File: src/rtl/segre_pkg.sv
// segre_pkg: shared widths, defaults and pipeline-controller state encoding
package segre_pkg;
    localparam int REG_SIZE        = 5;
    localparam int MEM_TIMEOUT_DEF = 64;

    typedef enum logic [1:0] {
        RUN      = 2'd0,
        MEM_WAIT = 2'd1,
        ERROR    = 2'd2
    } pipe_ctrl_state_e;
endpackage

File: src/rtl/segre_hazard_unit.sv
// segre_hazard_unit: combinational load-use and redirect detection from ID/EX fields
module segre_hazard_unit #(
    parameter int REG_SIZE = segre_pkg::REG_SIZE
) (
    input  logic                valid_id_i,
    input  logic [REG_SIZE-1:0] id_rs1_addr_i,
    input  logic                id_rs1_used_i,
    input  logic [REG_SIZE-1:0] id_rs2_addr_i,
    input  logic                id_rs2_used_i,
    input  logic                valid_ex_i,
    input  logic                ex_memop_rd_i,
    input  logic [REG_SIZE-1:0] ex_rf_waddr_i,
    input  logic                tkbr_i,
    input  logic                is_jaljalr_i,
    output logic                ld_use_o,
    output logic                redir_o
);
    logic src_hit;

    assign src_hit  = (id_rs1_used_i && id_rs1_addr_i == ex_rf_waddr_i) ||
                      (id_rs2_used_i && id_rs2_addr_i == ex_rf_waddr_i);
    assign ld_use_o = valid_id_i && valid_ex_i && ex_memop_rd_i && (ex_rf_waddr_i != '0) && src_hit;
    assign redir_o  = valid_ex_i && (tkbr_i || is_jaljalr_i);
endmodule

File: src/rtl/segre_pipeline_ctrl.sv
// segre_pipeline_ctrl: hazard/sequencing control (block, bubble, redirect, MEM timeout FSM).
// Optional perf counters enabled by defining SEGRE_CTRL_PERF_EN.
module segre_pipeline_ctrl #(
    parameter int REG_SIZE    = segre_pkg::REG_SIZE,
    parameter int MEM_TIMEOUT = segre_pkg::MEM_TIMEOUT_DEF,
    parameter int CNT_W       = 32
) (
    input  logic                clk_i,
    input  logic                rst_i,
    input  logic                valid_id_i,
    input  logic [REG_SIZE-1:0] id_rs1_addr_i,
    input  logic                id_rs1_used_i,
    input  logic [REG_SIZE-1:0] id_rs2_addr_i,
    input  logic                id_rs2_used_i,
    input  logic                valid_ex_i,
    input  logic                ex_memop_rd_i,
    input  logic [REG_SIZE-1:0] ex_rf_waddr_i,
    input  logic                tkbr_i,
    input  logic                is_jaljalr_i,
    input  logic                mem_req_i,
    input  logic                mem_ready_i,
    output logic                block_if_o,
    output logic                block_id_o,
    output logic                block_ex_o,
    output logic                block_mem_o,
    output logic                inject_nops_ex_o,
    output logic                inject_nops_mem_o,
    output logic                inject_nops_wb_o,
    output logic                flush_id_o,
    output logic                pc_sel_o,
    output logic [1:0]          state_o,
    output logic                mem_err_o,
    output logic [CNT_W-1:0]    stall_ld_cnt_o,
    output logic [CNT_W-1:0]    mem_wait_cnt_o,
    output logic [CNT_W-1:0]    redirect_cnt_o
);
    import segre_pkg::*;

    localparam int TW = $clog2(MEM_TIMEOUT);
    localparam logic [TW-1:0] T_LAST = TW'(MEM_TIMEOUT - 1);

    pipe_ctrl_state_e state_q, state_d;
    logic [TW-1:0]    wait_q;
    logic ld_use, redir, err, stall_mem, run_free, take_redir, take_ld;

    segre_hazard_unit #(.REG_SIZE(REG_SIZE)) u_hazard (
        .valid_id_i    (valid_id_i),
        .id_rs1_addr_i (id_rs1_addr_i),
        .id_rs1_used_i (id_rs1_used_i),
        .id_rs2_addr_i (id_rs2_addr_i),
        .id_rs2_used_i (id_rs2_used_i),
        .valid_ex_i    (valid_ex_i),
        .ex_memop_rd_i (ex_memop_rd_i),
        .ex_rf_waddr_i (ex_rf_waddr_i),
        .tkbr_i        (tkbr_i),
        .is_jaljalr_i  (is_jaljalr_i),
        .ld_use_o      (ld_use),
        .redir_o       (redir)
    );

    // the unreachable encoding 3 decodes as ERROR
    assign err        = (state_q != RUN) && (state_q != MEM_WAIT);
    assign stall_mem  = !err && !mem_ready_i && (state_q == MEM_WAIT || mem_req_i);
    assign run_free   = !err && !stall_mem;
    assign take_redir = run_free && redir;
    assign take_ld    = run_free && !redir && ld_use;

    assign block_if_o        = err || stall_mem || take_ld;
    assign block_id_o        = err || stall_mem || take_ld;
    assign block_ex_o        = err || stall_mem;
    assign block_mem_o       = err || stall_mem;
    assign inject_nops_ex_o  = take_redir || take_ld;
    assign inject_nops_mem_o = 1'b0;
    assign inject_nops_wb_o  = err || stall_mem;
    assign flush_id_o        = take_redir;
    assign pc_sel_o          = take_redir;
    assign state_o           = state_q;
    assign mem_err_o         = err;

    always_comb begin
        state_d = state_q;
        if (err)
            state_d = ERROR;
        else if (state_q == RUN)
            state_d = stall_mem ? MEM_WAIT : RUN;
        else
            state_d = mem_ready_i ? RUN : (wait_q == T_LAST ? ERROR : MEM_WAIT);
    end

    always_ff @(posedge clk_i) begin
        if (rst_i) begin
            state_q <= RUN;
            wait_q  <= '0;
        end else begin
            state_q <= state_d;
            if (state_q != MEM_WAIT || mem_ready_i)
                wait_q <= '0;
            else if (wait_q != T_LAST)
                wait_q <= wait_q + TW'(1);
        end
    end

`ifdef SEGRE_CTRL_PERF_EN
    logic [CNT_W-1:0] ld_cnt_q, mw_cnt_q, rd_cnt_q;

    always_ff @(posedge clk_i) begin
        if (rst_i) begin
            ld_cnt_q <= '0;
            mw_cnt_q <= '0;
            rd_cnt_q <= '0;
        end else begin
            if (take_ld && !(&ld_cnt_q))
                ld_cnt_q <= ld_cnt_q + CNT_W'(1);
            if (stall_mem && !(&mw_cnt_q))
                mw_cnt_q <= mw_cnt_q + CNT_W'(1);
            if (take_redir && !(&rd_cnt_q))
                rd_cnt_q <= rd_cnt_q + CNT_W'(1);
        end
    end

    assign stall_ld_cnt_o = ld_cnt_q;
    assign mem_wait_cnt_o = mw_cnt_q;
    assign redirect_cnt_o = rd_cnt_q;
`else
    assign stall_ld_cnt_o = '0;
    assign mem_wait_cnt_o = '0;
    assign redirect_cnt_o = '0;
`endif
endmodule

File: config.mk
export PLATFORM = sky130hd
export DESIGN_NAME = segre_pipeline_ctrl
export DESIGN_NICKNAME = d
export VERILOG_FILES = /design/src/rtl/segre_pkg.sv /design/src/rtl/segre_hazard_unit.sv /design/src/rtl/segre_pipeline_ctrl.sv
export SDC_FILE = /design/constraint.sdc
export NUM_CORES = 1
export LEC_CHECK = 0
export CORE_MARGIN = 4
export CORE_UTILIZATION = 29
export CTS_CLUSTER_DIAMETER = 50
export DETAILED_ROUTE_END_ITERATION = 12
export PLACE_DENSITY = 0.87
export SYNTH_ARGS = -nofsm -noshare
export SYNTH_HDL_FRONTEND = slang
export SYNTH_SLANG_ARGS = --single-unit
export TNS_END_PERCENT = 5
File: constraint.sdc
create_clock -name clk_i -period 2.01 [get_ports clk_i]
set_input_delay 0.402 -clock clk_i [delete_from_list [all_inputs] [get_ports clk_i]]
set_output_delay 0.402 -clock clk_i [all_outputs]
set_load 0.02 [all_outputs]
Word level (Yosys, flattened, before mapping)
Cells that the tools add are included.

Flip-flop bits (word level): 8. Bits of input ports: 26. Word-level logic and storage cells: 45.

Reduce and logical (&&, ||, !) cells: 30. Multiplexer cells: 5. Eq/ne operators: 6. Add/subtract/negate cells: 1.

Operators with widths (count): $logic_and A1 B1 Y1 (14); $eq A5 B5 Y1 (2); $mux W2 (4); $logic_or A1 B1 Y1 (7); $add A6 B1 Y6 const B (1); $eq A6 B6 Y1 const B (1); $ne A6 B6 Y1 const B (1); $reduce_bool A5 Y1 (1); $logic_not A1 Y1 (4); $reduce_or A2 Y1 (2); $eq A2 B1 Y1 const B (1); $logic_not A2 Y1 (1); $ne A2 B1 Y1 const B (1); $reduce_bool A2 Y1 (1); $mux W1 (1).

Depth between registers and ports, before layout
Depth after elaboration: 10. Gate-level depth with buffers: 5.

Cells and area by module
From an unflattened synthesis, not the netlist that was laid out.

Cells, all modules: 169. Area total of the unflattened synthesis: 1315.0 um^2.

Modules (own cells, without submodules): segre_pipeline_ctrl (cells each 151, times used 1, area an instance 1176.1 um^2); segre_hazard_unit (cells each 18, times used 1, area an instance 138.9 um^2).

Least setup slack after synthesis
No wires, ideal clock.

Path type: in2out. From: input port ex_rf_waddr_i[3]. To: output port block_if_o. Required time: 1.608 ns. Cell stages on the path: 5. Slack: -0.521 ns. Arrival time: 2.129 ns. Buffers on the path: 1. Cells stage by stage: xor2_1 -> nor4_2 -> a32oi_1 -> o41ai_1 -> buf_4.

Cells in the longest elaborated chain, start to end: 6. Elaborated cells on any way between the ends: 10. Those cells by class: eq/ne: 2; reduce/logical: 8.

Ends and longest elaborated chain: start, declared (line segre_pipeline_ctrl.sv:17) `input logic [REG_SIZE-1:0] ex_rf_waddr_i,`; $eq A5 B5 Y1 (on tied branches) (line segre_hazard_unit.sv:20, segre_hazard_unit.sv:21); $logic_and A1 B1 Y1 (on tied branches) (line segre_hazard_unit.sv:20, segre_hazard_unit.sv:21); $logic_or A1 B1 Y1 (line segre_hazard_unit.sv:20) `assign src_hit = (id_rs1_used_i && id_rs1_addr_i == ex_rf_waddr_i) ||`; $logic_and A1 B1 Y1 * (line segre_hazard_unit.sv:22) `assign ld_use_o = valid_id_i && valid_ex_i && ex_memop_rd_i && (ex_rf_waddr_i != '0) && src_hit;`; $logic_and A1 B1 Y1 * (line segre_pipeline_ctrl.sv:66) `assign take_ld = run_free && !redir && ld_use;`; $logic_or A1 B1 Y1 *; end, declared (line segre_pipeline_ctrl.sv:22) `output logic block_if_o,`.

Every way passes the cells marked *; elsewhere a longest branch is shown, timed or not.

Worst setup path in the final report
From: input port id_rs2_addr_i[1]. To: output port block_id_o.

Cells in the longest elaborated chain, start to end: 6.

Ends and longest elaborated chain: start, declared (line segre_pipeline_ctrl.sv:13) `input logic [REG_SIZE-1:0] id_rs2_addr_i,`; $eq A5 B5 Y1 (line segre_hazard_unit.sv:21) `(id_rs2_used_i && id_rs2_addr_i == ex_rf_waddr_i);`; $logic_and A1 B1 Y1 (line segre_hazard_unit.sv:21); $logic_or A1 B1 Y1 (line segre_hazard_unit.sv:20); $logic_and A1 B1 Y1 (line segre_hazard_unit.sv:22); $logic_and A1 B1 Y1 (line segre_pipeline_ctrl.sv:66); $logic_or A1 B1 Y1 (line segre_pipeline_ctrl.sv:69) `assign block_id_o = err || stall_mem || take_ld;`; end, declared (line segre_pipeline_ctrl.sv:23) `output logic block_id_o,`.

No other way between the ends.

==> impl_metrics.tcl <==
set metrics [dict create \
    violations "setup timing" \
    final_layout_size_suffix_gt1_share_pct 19.4 \
    finClkSkew_ns 0.000421 \
    slowest_delay_ns 0.34 \
    cts_setup_buffers 0 \
    die_h_um 74.3 \
    yosysMostFrequentCell "buf_4" \
    crit_family "compound AO/OA/AOI/OAI gates" \
    cts-hold-fix-buffers 0 \
    crit_fanout 2 \
    cts_sinks 8 \
    multi_input_area_um2 777 \
    setup_viol 3 \
    grt_max_degree 7 \
    yosys_warnings 0 \
    antenna_found_initial 0 \
    hpwl_um 2170 \
    ys_ff_latch 8 \
    die_x_um 74.3 \
    r2r_start "wait_q[0]$_SDFFE_PP0P_" \
    routedWlPerCell_um 9.38 \
    h-tree-depth 1 \
    synth_top_area_share_pct 59.4 \
    synthFlopType "dfxtp_1" \
    worst_slack_ns -0.0913 \
    fin_tns_setup_ns -0.237 \
    grt_overflow 0 \
    boundaryPins 134 \
    cts_tree "built" \
    slew_viol_final 0 \
    cts-root-buf "clkbuf_8" \
    synthTopCellsByCount "buf_4, nor2_1, xor2_1" \
    worstSetupStartpoint "id_rs2_addr_i[1]" \
    core_um2 4120 \
    grt_pass1_wl_um 3150 \
    status "finished with violations" \
    antenna_left 0 \
    route.detailed.drc 0 \
    drv_cap 0 \
    path_cells "clkdlybuf4s15_2 -> xor2_1 -> nor4_2 -> a32oi_2 -> o41ai_4 -> buf_4" \
    fmax_mhz 476 \
    critPathArrivalTime_ns 1.70 \
    synth_edf_count 0 \
    hp-start "mem_req_i" \
    cpMaxStageDelayCell "o41ai_4" \
    final_hold_viol_count 0 \
    vdd_drop_max_v 0.000307 \
    post-route-min-period_ns 2.10 \
    clk_latency_ns 0.23 \
    grtUsageTotal_pct 7.37 \
    numPortBuffers 36 \
    synth.area.top_cells "buf_4, dfxtp_1, xor2_1" \
    cp.required_ns 1.61 \
    die_area_um2 5530 \
    numCtsBuffers 3 \
    ys_types 25 \
    syn_avg_cell_area_um2 7.69 \
    fillers 449 \
    initial_core_util_pct 31.0 \
    vias 867 \
    place_ws_ns -1.00 \
    first_pass_iters 2 \
    rows 23 \
    first_iter_violations 6 \
    diodes 0 \
    syn_inst 166 \
    nets 235 \
    regArea_um2 160 \
    rsz0062_at_grt "true" \
    min_path_type "in2reg" \
    async_flop_share_pct 0 \
    startpoint_type "primary input" \
    grt_pass1_vias 744 \
    yosys.area.top_type "buf_4" \
    final_util_pct 34.5 \
    ys_seq_area_share_pct 12.5 \
    ctsLongestPathBuffers 2 \
    crit_path_end_kind "output pin" \
    clk_pin_slew_ns 0.04 \
    viasPerCell 3.39 \
    netlist_area_um2 1280 \
    min_period_over_period_pct 105 \
    syn_to_final_growth_pct 11.2 \
    powerDensity_nw_per_um2 461 \
    path_buf_inv 2 \
    gp_congestion 0.752 \
    crit_type "in2out" \
    p_leak_nw 0.755 \
    wirelength_um 2400 \
]
cells by family (layout without fill, tap and decap cells):
group / Yosys count / count (layout) / synth area share [%]
AO/OA/AOI/OAI: 8 / 8 / 4.61
XOR/XNOR: 12 / 12 / 8.24
adder cells (fa/ha/maj): 1 / 1 / 0.980
buffers and inverters: 105 / 49 / 60.6
flip-flops: 8 / 8 / 12.5
multiplexers: 2 / 2 / 1.57
other: 1 / 97 / 0.294
AND/OR/NAND/NOR: 29 / 29 / 11.2
final timing paths:
kind | slack (ns) | end | cells after the start
max reg2reg | 0.57 | wait_q[1]$_SDFFE_PP0P_ | 5
min | 0.52 | state_o[0]$_SDFF_PP0_ | 3
min reg2reg | 0.52 | wait_q[2]$_SDFFE_PP0P_ | 2
max | -0.09 | block_id_o | 6
registers in the layout (all words and copies together) (netlist names):
register and count:
wait_q 6, state_o 2
report_power, final:
part	internal, mW	switching [mW]	leakage (nW)
Clock	0.130	0.0611	0.0216
Combinational	0.0767	0.225	0.669
Sequential	0.161	0.000935	0.0646
final cells by class:
cell class / instances / share of cell area [%]
Timing Repair Buffer: 43 / 25.8
Sequential cell: 8 / 11.3
Clock buffer: 3 / 2.91
Tap cell: 50 / 4.41
Inverter: 3 / 0.794
Multi-Input combinational cell: 149 / 54.8
metrics by stage:
step / cell area, µm² / total power, mW / hold slack, ns / instances
final: 1420 / 0.654 / 0.525 / 256
after global routing: 1420 / 0.686 / 0.544 / 256
after CTS: 1430 / 0.654 / 0.535 / 256
after detailed placement: 1380 / 0.466 / 0.527 / 253
after global placement: 1380 / 0.463 / 0.513 / 253
after floorplan: 1660 / 0.525 / 0.474 / 262
metal layers:
metal,vias to the layer above,GRT usage (%),part of all wire [%]
met5,-,0,0
met4,0,4.55,3.1
met3,8,1.08,16
met2,73,16.0,56
met1,377,5.82,25
li1,409,-,-
cells in the final DEF, fill, tap and decap left out, types with 2 or more instances in the layout:
cell	n
clkdlybuf4s15_2	2
conb_1	97
nor4_2	2
clkbuf_8	3
xor2_2	2
inv_1	3
xnor2_1	3
buf_6	4
xor2_1	7
clkdlybuf4s50_1	11
nand3_1	3
nor2_1	10
mux2i_1	2
a31oi_1	2
buf_2	8
buf_4	11
nor3_1	4
dfxtp_1	8
dlygate4sd2_1	5
nand2_1	4
worst register-to-register path, delay by kind of cell (launching register included):
kind                     cells  cell delay [ns]
multiplexers                 1             0.23
AND/OR/NAND/NOR              3             0.53
adder cells (fa/ha/maj)      1             0.21
flip-flops                   1             0.36
timing repair:
item                                    CTS  global route
pin swaps                                15             0
gates resized for setup                  92             6
endpoints found under the setup margin    8             8
cloned                                    0             0
Power figures use the tool's default switching activity.
